## src/rtl/vs_imm_model_scheduler.sv

```systemverilog
// VS-IMM model scheduler: keeps a hysteresis-filtered model_active mask for the
// IMM mixing stage and the dynamic TPM unit. Each accepted probability beat goes
// through IDLE -> EVAL -> COMMIT. A model is deactivated only after a run of
// low-probability updates, and is probed back after a fixed time inactive.
// The mask never drops below MIN_ACTIVE models.
module vs_imm_model_scheduler #(
    parameter int N_MODELS     = 3,
    parameter int MIN_ACTIVE   = 2,
    parameter int DEACT_CYCLES = 8,
    parameter int REACT_CYCLES = 32,
    parameter int CNT_W        = 8,
    parameter int FP_W         = 32,
    localparam int IDX_W       = (N_MODELS > 1) ? $clog2(N_MODELS) : 1
) (
    input  logic                   clk,
    input  logic                   rst_n,
    input  logic signed [FP_W-1:0] mu [N_MODELS],
    input  logic                   mu_valid,
    output logic                   mu_ready,
    input  logic                   maneuver_detected,
    input  logic                   vs_imm_enable,
    input  logic signed [FP_W-1:0] mu_deact_thr,
    output logic [N_MODELS-1:0]    model_active,
    output logic [IDX_W-1:0]       dominant_model,
    output logic                   active_valid,
    output logic                   mask_changed
);

    typedef enum logic [1:0] {
        IDLE   = 2'd0,
        EVAL   = 2'd1,
        COMMIT = 2'd2
    } state_t;

    localparam logic [CNT_W-1:0]    DEACT_MAX = CNT_W'(DEACT_CYCLES);
    localparam logic [CNT_W-1:0]    REACT_MAX = CNT_W'(REACT_CYCLES);
    localparam logic [N_MODELS-1:0] ALL_ON    = {N_MODELS{1'b1}};

    state_t state;
    state_t state_nxt;

    logic                   accept;
    logic signed [FP_W-1:0] mu_q [N_MODELS];
    logic signed [FP_W-1:0] thr_q;
    logic                   maneuver_q;
    logic                   enable_q;

    logic [CNT_W-1:0] deact_cnt  [N_MODELS];
    logic [CNT_W-1:0] react_cnt  [N_MODELS];
    logic [CNT_W-1:0] deact_eval [N_MODELS];
    logic [CNT_W-1:0] react_eval [N_MODELS];
    logic [CNT_W-1:0] deact_cmt  [N_MODELS];
    logic [CNT_W-1:0] react_cmt  [N_MODELS];

    logic [IDX_W-1:0]       dom_idx;
    logic [IDX_W-1:0]       dom_q;
    logic signed [FP_W-1:0] best_mu;
    logic [N_MODELS-1:0]    mask_cmt;
    logic                   victim_found;
    int                     active_count;

    // Ready only while idle and out of reset, so a beat held during reset is never taken.
    assign mu_ready = (state == IDLE) && rst_n;
    assign accept   = mu_valid && mu_ready;

    // State register for the three-step evaluation sequence.
    always_ff @(posedge clk) begin
        if (!rst_n) begin
            state <= IDLE;
        end else begin
            state <= state_nxt;
        end
    end

    // Next-state logic: a single pass through EVAL and COMMIT per accepted beat.
    always_comb begin
        state_nxt = state;
        case (state)
            IDLE:    if (accept) state_nxt = EVAL;
            EVAL:    state_nxt = COMMIT;
            COMMIT:  state_nxt = IDLE;
            default: state_nxt = IDLE;
        endcase
    end

    // Capture the beat and its side-band controls at the accepting edge.
    always_ff @(posedge clk) begin
        if (accept) begin
            mu_q       <= mu;
            thr_q      <= mu_deact_thr;
            maneuver_q <= maneuver_detected;
            enable_q   <= vs_imm_enable;
        end
    end

    // Signed argmax of the captured probabilities; strict compare keeps the lowest index on ties.
    always_comb begin
        dom_idx = '0;
        best_mu = mu_q[0];
        for (int m = 1; m < N_MODELS; m++) begin
            if (mu_q[m] > best_mu) begin
                best_mu = mu_q[m];
                dom_idx = IDX_W'(m);
            end
        end
    end

    // Hysteresis counter update: active models count low updates, inactive models count time off.
    always_comb begin
        deact_eval = deact_cnt;
        react_eval = react_cnt;
        for (int m = 0; m < N_MODELS; m++) begin
            if (model_active[m]) begin
                if (mu_q[m] < thr_q) begin
                    if (deact_cnt[m] < DEACT_MAX) begin
                        deact_eval[m] = deact_cnt[m] + CNT_W'(1);
                    end
                end else begin
                    deact_eval[m] = '0;
                end
            end else if (react_cnt[m] < REACT_MAX) begin
                react_eval[m] = react_cnt[m] + CNT_W'(1);
            end
        end
    end

    // Mask decision: overrides first, then probe reactivation, then at most one floor-limited deactivation.
    always_comb begin
        mask_cmt     = model_active;
        deact_cmt    = deact_cnt;
        react_cmt    = react_cnt;
        victim_found = 1'b0;
        active_count = 0;
        if (!enable_q || maneuver_q) begin
            mask_cmt  = ALL_ON;
            deact_cmt = '{default: '0};
            react_cmt = '{default: '0};
        end else begin
            for (int m = 0; m < N_MODELS; m++) begin
                if (!model_active[m] && (react_cnt[m] == REACT_MAX)) begin
                    mask_cmt[m]  = 1'b1;
                    react_cmt[m] = '0;
                    deact_cmt[m] = '0;
                end
            end
            for (int m = 0; m < N_MODELS; m++) begin
                active_count += int'(mask_cmt[m]);
            end
            for (int m = 0; m < N_MODELS; m++) begin
                if (!victim_found && model_active[m] && (deact_cnt[m] == DEACT_MAX)
                    && (IDX_W'(m) != dom_q)) begin
                    victim_found = 1'b1;
                    if (active_count > MIN_ACTIVE) begin
                        mask_cmt[m]  = 1'b0;
                        deact_cmt[m] = '0;
                        react_cmt[m] = '0;
                    end
                end
            end
        end
    end

    // Datapath registers: counters advance in EVAL, mask and dominant model commit in COMMIT.
    always_ff @(posedge clk) begin
        if (!rst_n) begin
            model_active   <= ALL_ON;
            dominant_model <= '0;
            active_valid   <= 1'b0;
            mask_changed   <= 1'b0;
            dom_q          <= '0;
            deact_cnt      <= '{default: '0};
            react_cnt      <= '{default: '0};
        end else begin
            active_valid <= 1'b0;
            mask_changed <= 1'b0;
            case (state)
                EVAL: begin
                    dom_q     <= dom_idx;
                    deact_cnt <= deact_eval;
                    react_cnt <= react_eval;
                end
                COMMIT: begin
                    model_active   <= mask_cmt;
                    dominant_model <= dom_q;
                    deact_cnt      <= deact_cmt;
                    react_cnt      <= react_cmt;
                    active_valid   <= 1'b1;
                    mask_changed   <= (mask_cmt != model_active);
                end
                default: ;
            endcase
        end
    end

endmodule

```

## config.mk

```make
export PLATFORM = sky130hd
export DESIGN_NAME = vs_imm_model_scheduler
export DESIGN_NICKNAME = d
export VERILOG_FILES = /design/src/rtl/vs_imm_model_scheduler.sv
export SDC_FILE = /design/constraint.sdc
export NUM_CORES = 1
export LEC_CHECK = 0
export ABC_AREA = 0
export CORE_MARGIN = 4
export CORE_UTILIZATION = 40
export CTS_CLUSTER_DIAMETER = 60
export DETAILED_ROUTE_END_ITERATION = 8
export PLACE_DENSITY_LB_ADDON = 0.05
export SLEW_MARGIN = 10
export SYNTH_ARGS = -nofsm -noshare
export SYNTH_HDL_FRONTEND = slang
export SYNTH_SLANG_ARGS = --single-unit
```

## constraint.sdc

```tcl
create_clock -name clk -period 7.1 [get_ports clk]
set_input_delay 1.42 -clock clk [delete_from_list [all_inputs] [get_ports clk]]
set_output_delay 1.42 -clock clk [all_outputs]
set_load 0.02 [all_outputs]
```

==> reports/results.ini <==
[sta]
hold_violations=0
worst_pin_slew_ns=1.13
finalCriticalPeriod_ns=5.05
drv_slew=0
slew_headroom=0.246
rsz0062_at_grt=no
final.setup.tns_ns=0
setup_viol=0
fmax_mhz=198
finClkSkew_ns=0.0198
finalCritPeriodShare=0.711

[synth]
synth_top_area_share=0.347
synth-seq-cells=189
synthDistinctLibCells=66
synth-async-reset-ratio=0
yosysSeqAreaShare=0.452
ys.warnings.count=0
netlist_instances=1069
syn_area_um2=11300
synth_edf_count=130
synth_nets=1376
synth_area_leaders=edfxtp_1 (35%), ha_1 (19%), dfxtp_1 (10%)
syn_avg_cell_area_um2=10.5
synth_ff_type=edfxtp_1
post-synth-top-area-cell=edfxtp_1

[setup_path]
cp-startpoint=mu_q[63]
arrival_ns=5.38
path_class=reg2reg
crit_fanout=25
cpPeakStageDelay_ns=0.87
r2r_start=mu_q[63]
startpoint_type=flip-flop
cp.required_ns=7.43
cpMaxStageDelayCell=o21ai_4
cpLargestDelayFamily=compound AO/OA/AOI/OAI gates
worst-path-buf-inv=1
path_cells=ha_1, nand3_1, nor4_1, nand4_1, a211o_1, o21ai_4, buf_4, mux2i_1, ha_1, a21o_1, a211oi_1, nor2_1, o21ai_0, nand2b_1, a211oi_1, a21oi_1, o211a_1
crit_path_end_kind=flip-flop

[power_and_ir_drop]
ir_drop_uv=161
p_leak_uw=0.00547
power_density_nw_per_um2=209

[final_layout]
drive_above_1_share=0.0488
nNetsFinal=1524
finalInstanceArea_um2=13700
area_growth_pct=21.4
num_antenna_cells=0

[routing]
routedWlPerCell_um=16.8
antenna_left=0
vias=8206
drc_errors=0
drt_iter0_markers=432
firstDrtPassIters=5
wl_um=27000
detail_route.vias_per_cell=5.10

[clock_network]
clk_path_buf_depth=2
cts_buffers=17
cts.sinks=189
cts_root_buf=clkbuf_16
cts_setup_buffers=0
clock_latency_ns=0.44
path_clk_slew_ns=0.07
htree_levels=4
postCtsResizedCells=0
tritoncts=yes
hold_buffers=0

[placement]
place_area_um2=13100
dp_hpwl_um=21100
gp_congestion=0.844
io_buffers=140

[global_route]
grt_pass1_vias=8290
grt_usage=0.178
grt_max_degree=51
antenna_found_initial=0
grt_pass1_wl_um=43500
grt.overflow.total=0

[floorplan]
top_level_ports=141
die_height_um=176
die_x_um=176
rows=61
initial_core_util=0.405
coreArea_um2=27800
die_area_um2=30900

[hold_path]
hold_path_class=reg2reg
hp-start=deact_cnt[22]

[outcome]
status=complete, no violations

[run]
drv_cap=0

[synth_stat cells (3+ instances only)]
cell      count
ha_1        173
edfxtp_1    130
inv_1        95
a21oi_1      73
nand2_1      73
dfxtp_1      59
nor2_1       59
o21ai_0      58
mux2i_1      38
nor2b_1      30
nand3_1      29
nor3_1       28
nand4_1      21
a21o_1       18
nand2b_1     13
a211oi_1     12
o21ai_1      12
and2_1       11
nor4_1       11
clkbuf_1      9
or2_2         9
and3_1        8
o211ai_1      6
o31ai_1       6
a31oi_1       5
and4_1        5
o21a_1        5
a22oi_1       4
buf_6         4
xor2_1        4
a21boi_0      3
a22o_1        3
mux2_2        3
nand4b_1      3
o21ai_2       3
or2_1         3
[where the power goes]
part	switching, µW	internal [µW]
Clock	429	522
Sequential	49.6	1250
Combinational	333	262
Total	812	2040
[cells by family (layout without fill, tap and decap cells)]
group           after synthesis  after routing  synth area share
simple gates                313            313             0.142
fa+ha+maj                   174            174             0.194
compound gates              235            235             0.131
flops                       189            189             0.452
mux                          41             41            0.0368
buf+inv                     111            272            0.0399
xor+xnor                      6              6           0.00467
[area by class of cell]
class | count | area (µm²)
clock buffer | 25 | 528
clock inverter | 7 | 51.3
fill | 2626 | 14100
inverter | 95 | 357
multi-input combinational | 769 | 5730
sequential | 189 | 5080
tap | 378 | 473
timing repair buffer | 145 | 1440
[placed cells by master (no fill, tap or decap), types with 13 or more instances in the layout]
| master | instances |
|---|---|
| nor2b_1 | 30 |
| clkbuf_16 | 19 |
| nand2_1 | 73 |
| nand3_1 | 29 |
| a21o_1 | 18 |
| a21oi_1 | 73 |
| mux2i_1 | 38 |
| o21ai_0 | 58 |
| nor2_1 | 59 |
| nand2b_1 | 13 |
| dfxtp_1 | 59 |
| nor3_1 | 28 |
| nand4_1 | 21 |
| ha_1 | 173 |
| clkdlybuf4s50_1 | 140 |
| inv_1 | 95 |
| edfxtp_1 | 130 |
[final timing paths]
kind,to,slack [ns],depth (start not counted)
setup / recovery,dom_q[1],2.05,17
hold / removal,deact_cnt[22],0.43,2
setup reg to reg,dom_q[1],2.05,17
hold reg to reg,deact_cnt[22],0.43,2
[metal layers]
layer	up-vias	track usage	wire length (µm)
met3	32	0.0327	1060
li1	4237	-	-
met5	-	0	0
met2	158	0.284	12200
met1	3779	0.250	13300
met4	0	0.0494	467
[worst reg2reg max path, cell delays in order, from the launching register on]
cell,delay (ns)
edfxtp_1,0.42
ha_1,0.40
nand3_1,0.14
nor4_1,0.45
nand4_1,0.21
a211o_1,0.36
o21ai_4,0.87
buf_4,0.37
mux2i_1,0.23
ha_1,0.27
a21o_1,0.19
a211oi_1,0.23
nor2_1,0.07
o21ai_0,0.19
nand2b_1,0.08
a211oi_1,0.24
a21oi_1,0.11
o211a_1,0.11
[flip-flops by register name, summed over array words and instances (netlist names), 2 cells and up]
name	cells
model_active	3
react_cnt	24
state	2
mu_q	96
dominant_model	2
thr_q	32
dom_q	2
deact_cnt	24
[stage by stage]
step                      setup WS [ns]  power (µW)  hold slack (ns)  utilization  cells
after floorplan                    1.84        1710            0.408            -   1069
after CTS                          2.00        2890            0.430        0.492   1608
after detailed placement           2.04        1930            0.420        0.471   1576
after global placement             2.24        1930            0.415        0.471   1576
after global routing               1.56        3020            0.449        0.492   1608
final                              2.05        2850            0.426        0.492   1608
(Power assumes the default switching activity.)
